<file path="config.mk">
export PLATFORM = sky130hd
export DESIGN_NAME = health_test_ctrl
export DESIGN_NICKNAME = d
export VERILOG_FILES = /design/src/rtl/health_test_ctrl.sv
export SDC_FILE = /design/constraint.sdc
export NUM_CORES = 1
export LEC_CHECK = 0
export CORE_ASPECT_RATIO = 1.5
export CORE_MARGIN = 4
export CORE_UTILIZATION = 50
export CTS_CLUSTER_DIAMETER = 100
export DETAILED_ROUTE_END_ITERATION = 10
export PLACE_DENSITY_LB_ADDON = 0.08
export SYNTH_ARGS = -nofsm -noshare
export SYNTH_HDL_FRONTEND = slang
export SYNTH_SLANG_ARGS = --single-unit
export TNS_END_PERCENT = 10
</file>
<file path="constraint.sdc">
create_clock -name clk -period 2.55 [get_ports clk]
set_input_delay 0.3825 -clock clk [delete_from_list [all_inputs] [get_ports clk]]
set_output_delay 0.3825 -clock clk [all_outputs]
set_load 0.03 [all_outputs]
</file>
<file path="src/rtl/health_test_ctrl.sv">
// Entropy-source health-test controller: runs the repetition count and adaptive proportion
// tests on every accepted noise sample, gates forwarding until startup passes, latches alarms.
module health_test_ctrl #(
    parameter int SAMPLE_W   = 8,
    parameter int RCT_CUTOFF = 4,
    parameter int APT_WIN    = 512,
    parameter int APT_CUTOFF = 13,
    parameter int STARTUP_N  = 1024
) (
    input  logic                clk,
    input  logic                rst,
    input  logic                enable,
    input  logic                clr_alarm,
    input  logic                in_valid,
    input  logic [SAMPLE_W-1:0] in_data,
    output logic                in_ready,
    output logic                out_valid,
    output logic [SAMPLE_W-1:0] out_data,
    output logic [1:0]          state,
    output logic                rct_fail,
    output logic                apt_fail
);

    localparam int RUN_W   = $clog2(RCT_CUTOFF + 1);
    localparam int MATCH_W = $clog2(APT_CUTOFF + 1);
    localparam int IDX_W   = $clog2(APT_WIN);
    localparam int SU_W    = $clog2(STARTUP_N + 1);

    typedef enum logic [1:0] {
        S_IDLE    = 2'b00,
        S_STARTUP = 2'b01,
        S_RUN     = 2'b10,
        S_ALARM   = 2'b11
    } state_t;

    function automatic logic [RUN_W-1:0] sat_run_inc(input logic [RUN_W-1:0] v);
        return (&v) ? v : v + RUN_W'(1);
    endfunction

    function automatic logic [MATCH_W-1:0] sat_match_inc(input logic [MATCH_W-1:0] v);
        return (&v) ? v : v + MATCH_W'(1);
    endfunction

    state_t              r_state;
    state_t              w_state_nxt;
    logic [SAMPLE_W-1:0] r_prev;
    logic [RUN_W-1:0]    r_run;
    logic [SAMPLE_W-1:0] r_ref;
    logic [MATCH_W-1:0]  r_matches;
    logic [IDX_W-1:0]    r_win_idx;
    logic [SU_W-1:0]     r_su_cnt;
    logic                r_out_valid;
    logic [SAMPLE_W-1:0] r_out_data;
    logic                r_rct_fail;
    logic                r_apt_fail;

    logic                w_acc;
    logic [RUN_W-1:0]    w_run_nxt;
    logic [MATCH_W-1:0]  w_match_nxt;
    logic [SU_W-1:0]     w_su_nxt;
    logic                w_su_done;
    logic                w_rct_hit;
    logic                w_apt_hit;
    logic                w_fail;
    logic                w_fwd;

    assign in_ready  = (r_state == S_STARTUP) || (r_state == S_RUN);
    assign state     = r_state;
    assign out_valid = r_out_valid;
    assign out_data  = r_out_data;
    assign rct_fail  = r_rct_fail;
    assign apt_fail  = r_apt_fail;

    // Dropping enable wins over a same-cycle sample, so it is never tested.
    assign w_acc = in_valid && in_ready && enable;

    // A zero run count only occurs before the first sample after IDLE.
    assign w_run_nxt   = (r_run == '0 || in_data != r_prev) ? RUN_W'(1) : sat_run_inc(r_run);
    assign w_match_nxt = (r_win_idx == '0) ? MATCH_W'(1)
                       : (in_data == r_ref) ? sat_match_inc(r_matches) : r_matches;
    assign w_rct_hit   = (w_run_nxt >= RUN_W'(RCT_CUTOFF));
    assign w_apt_hit   = (w_match_nxt >= MATCH_W'(APT_CUTOFF));
    assign w_fail      = w_acc && (w_rct_hit || w_apt_hit);
    assign w_su_nxt    = r_su_cnt + SU_W'(1);
    assign w_su_done   = (w_su_nxt == SU_W'(STARTUP_N));
    assign w_fwd       = w_acc && (r_state == S_RUN) && !w_fail;

    always_comb begin
        w_state_nxt = r_state;
        case (r_state)
            S_IDLE: begin
                if (enable) w_state_nxt = S_STARTUP;
            end
            S_STARTUP: begin
                if (!enable)                 w_state_nxt = S_IDLE;
                else if (w_fail)             w_state_nxt = S_ALARM;
                else if (w_acc && w_su_done) w_state_nxt = S_RUN;
            end
            S_RUN: begin
                if (!enable)     w_state_nxt = S_IDLE;
                else if (w_fail) w_state_nxt = S_ALARM;
            end
            S_ALARM: begin
                if (clr_alarm) w_state_nxt = S_IDLE;
            end
            default: w_state_nxt = S_IDLE;
        endcase
    end

    always_ff @(posedge clk) begin
        if (rst) r_state <= S_IDLE;
        else     r_state <= w_state_nxt;
    end

    // Test state is wiped on every entry into IDLE so a restart begins a fresh run and window.
    always_ff @(posedge clk) begin
        if (rst || w_state_nxt == S_IDLE) begin
            r_prev    <= '0;
            r_run     <= '0;
            r_ref     <= '0;
            r_matches <= '0;
            r_win_idx <= '0;
            r_su_cnt  <= '0;
        end else if (w_acc) begin
            r_prev    <= in_data;
            r_run     <= w_run_nxt;
            r_matches <= w_match_nxt;
            if (r_win_idx == '0) r_ref <= in_data;
            r_win_idx <= (r_win_idx == IDX_W'(APT_WIN - 1)) ? '0 : r_win_idx + IDX_W'(1);
            if (r_state == S_STARTUP) r_su_cnt <= w_su_nxt;
        end
    end

    always_ff @(posedge clk) begin
        if (rst) begin
            r_out_valid <= 1'b0;
            r_out_data  <= '0;
        end else begin
            r_out_valid <= w_fwd;
            if (w_fwd) r_out_data <= in_data;
        end
    end

    always_ff @(posedge clk) begin
        if (rst) begin
            r_rct_fail <= 1'b0;
            r_apt_fail <= 1'b0;
        end else if (r_state == S_ALARM && clr_alarm) begin
            r_rct_fail <= 1'b0;
            r_apt_fail <= 1'b0;
        end else if (w_fail) begin
            r_rct_fail <= r_rct_fail | w_rct_hit;
            r_apt_fail <= r_apt_fail | w_apt_hit;
        end
    end

endmodule

</file>
==> key figures <==
Status
  – Status: finished, violations left
  – Failing checks: negative setup slack

Cells and area
  – Syn-to-layout area delta: 24.0%
  – Layout cells sized above 1: 24.3%
  – Finished Layout Cells: 473
  – Fillers: 543
  – Multi-input gate area: 0.00190 mm^2
  – Ant diodes: 0
  – Reg area: 0.00113 mm^2
  – Nets: 424

Critical path
  – Critical Path RT: 2.74 ns
  – Critical path peak fanout: 15
  – Worst setup EP type: register
  – CP startpoint kind: input pin
  – Crit path DAT: 2.75 ns
  – Most used cell, CP: buf_4
  – CP Cell Sequence: clkdlybuf4s50_1 > xor2_1 > nor4_2 > buf_4 > nand2_1 > buf_4 > a211oi_2 > o31a_4 > o41ai_4 > buf_6 > buf_12 > a22oi_1
  – CP peak stage delay: 0.49 ns
  – Top delay family on crit path: buffers and inverters
  – Crit path kind: input pin to register
  – CP max-delay cell: clkdlybuf4s50_1
  – CP Buf/Inv Count: 5

Logic synthesis
  – Adder-cell area share of the yosys netlist: 4.79%
  – Register area share after synthesis: 35.8%
  – Post-Synth Simple-Gate Area: 15.0%
  – Largest cells by area after synthesis: dfxtp_1, a21oi_2, mux2i_1
  – Asr flop ratio synth: 0%
  – Mapped Area: 0.00313 mm^2
  – Synthesized Nets: 365
  – Post-synthesis xor/xnor area fraction: 7.82%
  – Most frequently used flop master after synthesis: dfxtp_1
  – Top cell type by total area after synthesis: dfxtp_1
  – Synthesized area per cell: 9.22 um^2
  – Area fraction in compound gates after synthesis: 25.5%
  – Mapped Cells: 340
  – Seq cells post-synth: 56
  – Multiplexer share of the synthesized area: 6.07%
  – Largest family of logic cells by synthesized area: compound AO/OA/AOI/OAI gates
  – Post-synthesis cell type count: 50
  – Share of the synthesized area in the top cell type: 35.8%
  – Synthesis Warnings: 0
  – EDFF count, synth: 0

Detailed routing
  – Starting DRT DRC Count: 108
  – Final wirelength: 7.23 mm
  – Residual DRC: 0
  – DR vias: 2718
  – DR WL/cell: 15.3 um
  – Post-DRT Antenna Nets: 0
  – DR pass1 iterations: 5
  – DR vias/cell: 5.75

Die
  – Die extent in x: 72.6 um
  – Initial core utilization: 51.1%
  – Die Y: 105 um
  – I/O Pins: 27
  – Core footprint: 0.00613 mm^2
  – Die Area: 0.00763 mm^2
  – # rows: 35

Clock tree
  – Clock sinks: 56
  – Max Buffers Root-to-Sink: 2
  – CTS root buf: clkbuf_8
  – CTS tree: done
  – CTS buffer count: 5
  – Cts hold-fix bufs: 0
  – H-Tree Depth: 2
  – Latest clock arrival within the worst-skew pair: 0.31 ns
  – Worst-path clk slew: 0.09 ns

Timing
  – Worst slew pin tran: 0.583 ns
  – Final setup skew: 0.00922 ns
  – Worst Setup Slack, final: -0.00600 ns
  – Clock period minus worst slack: 2.56 ns
  – Max-slew violation count: 0
  – # setup viols final: 2
  – Fmax: 391 MHz
  – Count of final hold-check violations: 0
  – Fin crit share: 100%
  – Fin Hold WS: 0.471 ns
  – RSZ-0062 raised after global routing: yes
  – Relative slew slack: 60.9%

Power and ir drop
  – Total power: 1.55 mW
  – Pint: 1.16 mW
  – Sequential share of power: 57.0%
  – Peak VDD IR: 432 uV
  – Combinational power share: 12.9%
  – P_sw: 389 uW
  – Switch share: 25.1%
  – Leakage: 1.45 nW
  – Clock network fraction of design power: 30.0%
  – Pwr dens: 399 mW/mm^2

GRT
  – Total track usage: 19.3%
  – Vias in the first global route: 2642
  – Largest net degree at the start of global routing: 23
  – Gr ovfl total: 0
  – First-pass GRT wire length: 11.9 mm
  – Initial antenna violation count: 0

Flow run
  – Max Cap Viol: 0

Hold path
  – Hold Crit Class: register to register

Placed design
  – Placer Congestion: 0.832
  – PortBufs: 26
  – Setup WS pre-CTS: -0.579 ns
  – Placed Cells incl. Taps: 460
  – DP HPWL: 5.28 mm
==> worst reg2reg max path, cell delays in order, from the launching register on <==
cell       delay (ns)
dfxtp_1          0.35
ha_2             0.22
and2_4           0.14
or4_4            0.42
a2111oi_4        0.34
a31oi_2          0.16
o41ai_4          0.31
buf_6            0.18
buf_12           0.15
a22oi_1          0.09
==> cell type report <==
cell class              count  area share (%)
inverters                  12            1.16
flip-flops and latches     56            29.1
clock inverters             2           0.290
clock buffers               5            1.77
multi-input cells         255            48.9
well taps                  74            2.38
repair buffers             69            16.4
==> synthesized netlist by cell type, types with 2 or more instances <==
| library cell | instances |
|---|---|
| o21a_1 | 4 |
| clkbuf_1 | 6 |
| a211oi_1 | 2 |
| buf_6 | 6 |
| a21oi_2 | 24 |
| o31ai_1 | 2 |
| ha_1 | 12 |
| nor2_1 | 11 |
| nand2_1 | 16 |
| nor4_1 | 4 |
| nor3_1 | 4 |
| dfxtp_1 | 56 |
| o41ai_4 | 2 |
| a21oi_1 | 37 |
| a31oi_1 | 5 |
| and3_1 | 6 |
| nand3_1 | 14 |
| buf_2 | 4 |
| a32oi_1 | 2 |
| a22oi_1 | 3 |
| nor4_2 | 2 |
| nor2b_1 | 2 |
| nand4_1 | 8 |
| xnor2_1 | 13 |
| inv_1 | 12 |
| mux2i_1 | 19 |
| nor3b_1 | 4 |
| xor2_1 | 15 |
| o21ai_0 | 23 |
| and2_1 | 2 |
==> metrics by stage <==
step	area (um^2)	util [%]	setup TNS, ns
final	3880	63.4	-0.00654
after global routing	3880	63.4	-2.03
after CTS	3840	62.7	-1.79
after detailed placement	3690	60.1	-27.51
after global placement	3690	60.1	-24.57
after floorplan	3170	-	-0.129
==> timing repair <==
action,CTS,global route
pin swaps,3,1
endpoints found under the setup margin,53,53
gates resized for setup,13,8
setup buffers,3,2
cloned,1,0
==> metal layers <==
layer,track usage (%),routed length [um],part of all wire [%],vias to the layer above
li1,-,-,-,1356
met1,19.6,2800,39,1274
met2,36.8,3940,55,69
met3,2.41,230,3.2,19
met4,9.23,256,3.5,0
met5,0,0,0,-
==> registers in the layout, summed over array words and instances, names as in the netlist, 2 cells and up <==
register and flops:
out_data 8, r_matches 4, r_prev 8, r_ref 8
r_run 3, r_su_cnt 11, r_win_idx 9, state 2
==> cells by family after synthesis <==
logic type / count (synthesis)
flops: 56
fa+ha+maj: 12
xor+xnor: 28
simple gates: 83
mux: 19
compound gates: 113
buf+inv: 29
==> power groups by stage <==
stage	Sequential, mW	Combinational [mW]	Clock, mW
final	0.884	0.200	0.465
after global routing	0.885	0.214	0.524
after CTS	0.884	0.202	0.496
after detailed placement	0.904	0.183	0
after global placement	0.904	0.181	0
after floorplan	0.907	0.114	0
==> cell usage in the layout, fill, tap and decap left out, types with 5 or more instances in the layout <==
cell type	n
a21oi_2	24
ha_1	10
dfxtp_1	53
xor2_1	15
xnor2_1	13
nand3_1	14
clkbuf_8	5
and3_1	6
o21ai_0	22
inv_1	12
nor2_1	11
nand2_1	16
clkdlybuf4s50_1	23
mux2i_1	19
buf_4	36
nand4_1	8
a21oi_1	37
==> path summary, 6_finish.rpt <==
path	from	end	slack [ns]	cells past startpoint
setup reg to reg	r_su_cnt[0]	r_win_idx[7]	0.07	9
hold / removal	apt_fail	apt_fail	0.47	1
setup / recovery	in_data[1]	r_win_idx[7]	-0.006	12
hold reg to reg	apt_fail	apt_fail	0.47	1
(Power assumes the default switching activity.)
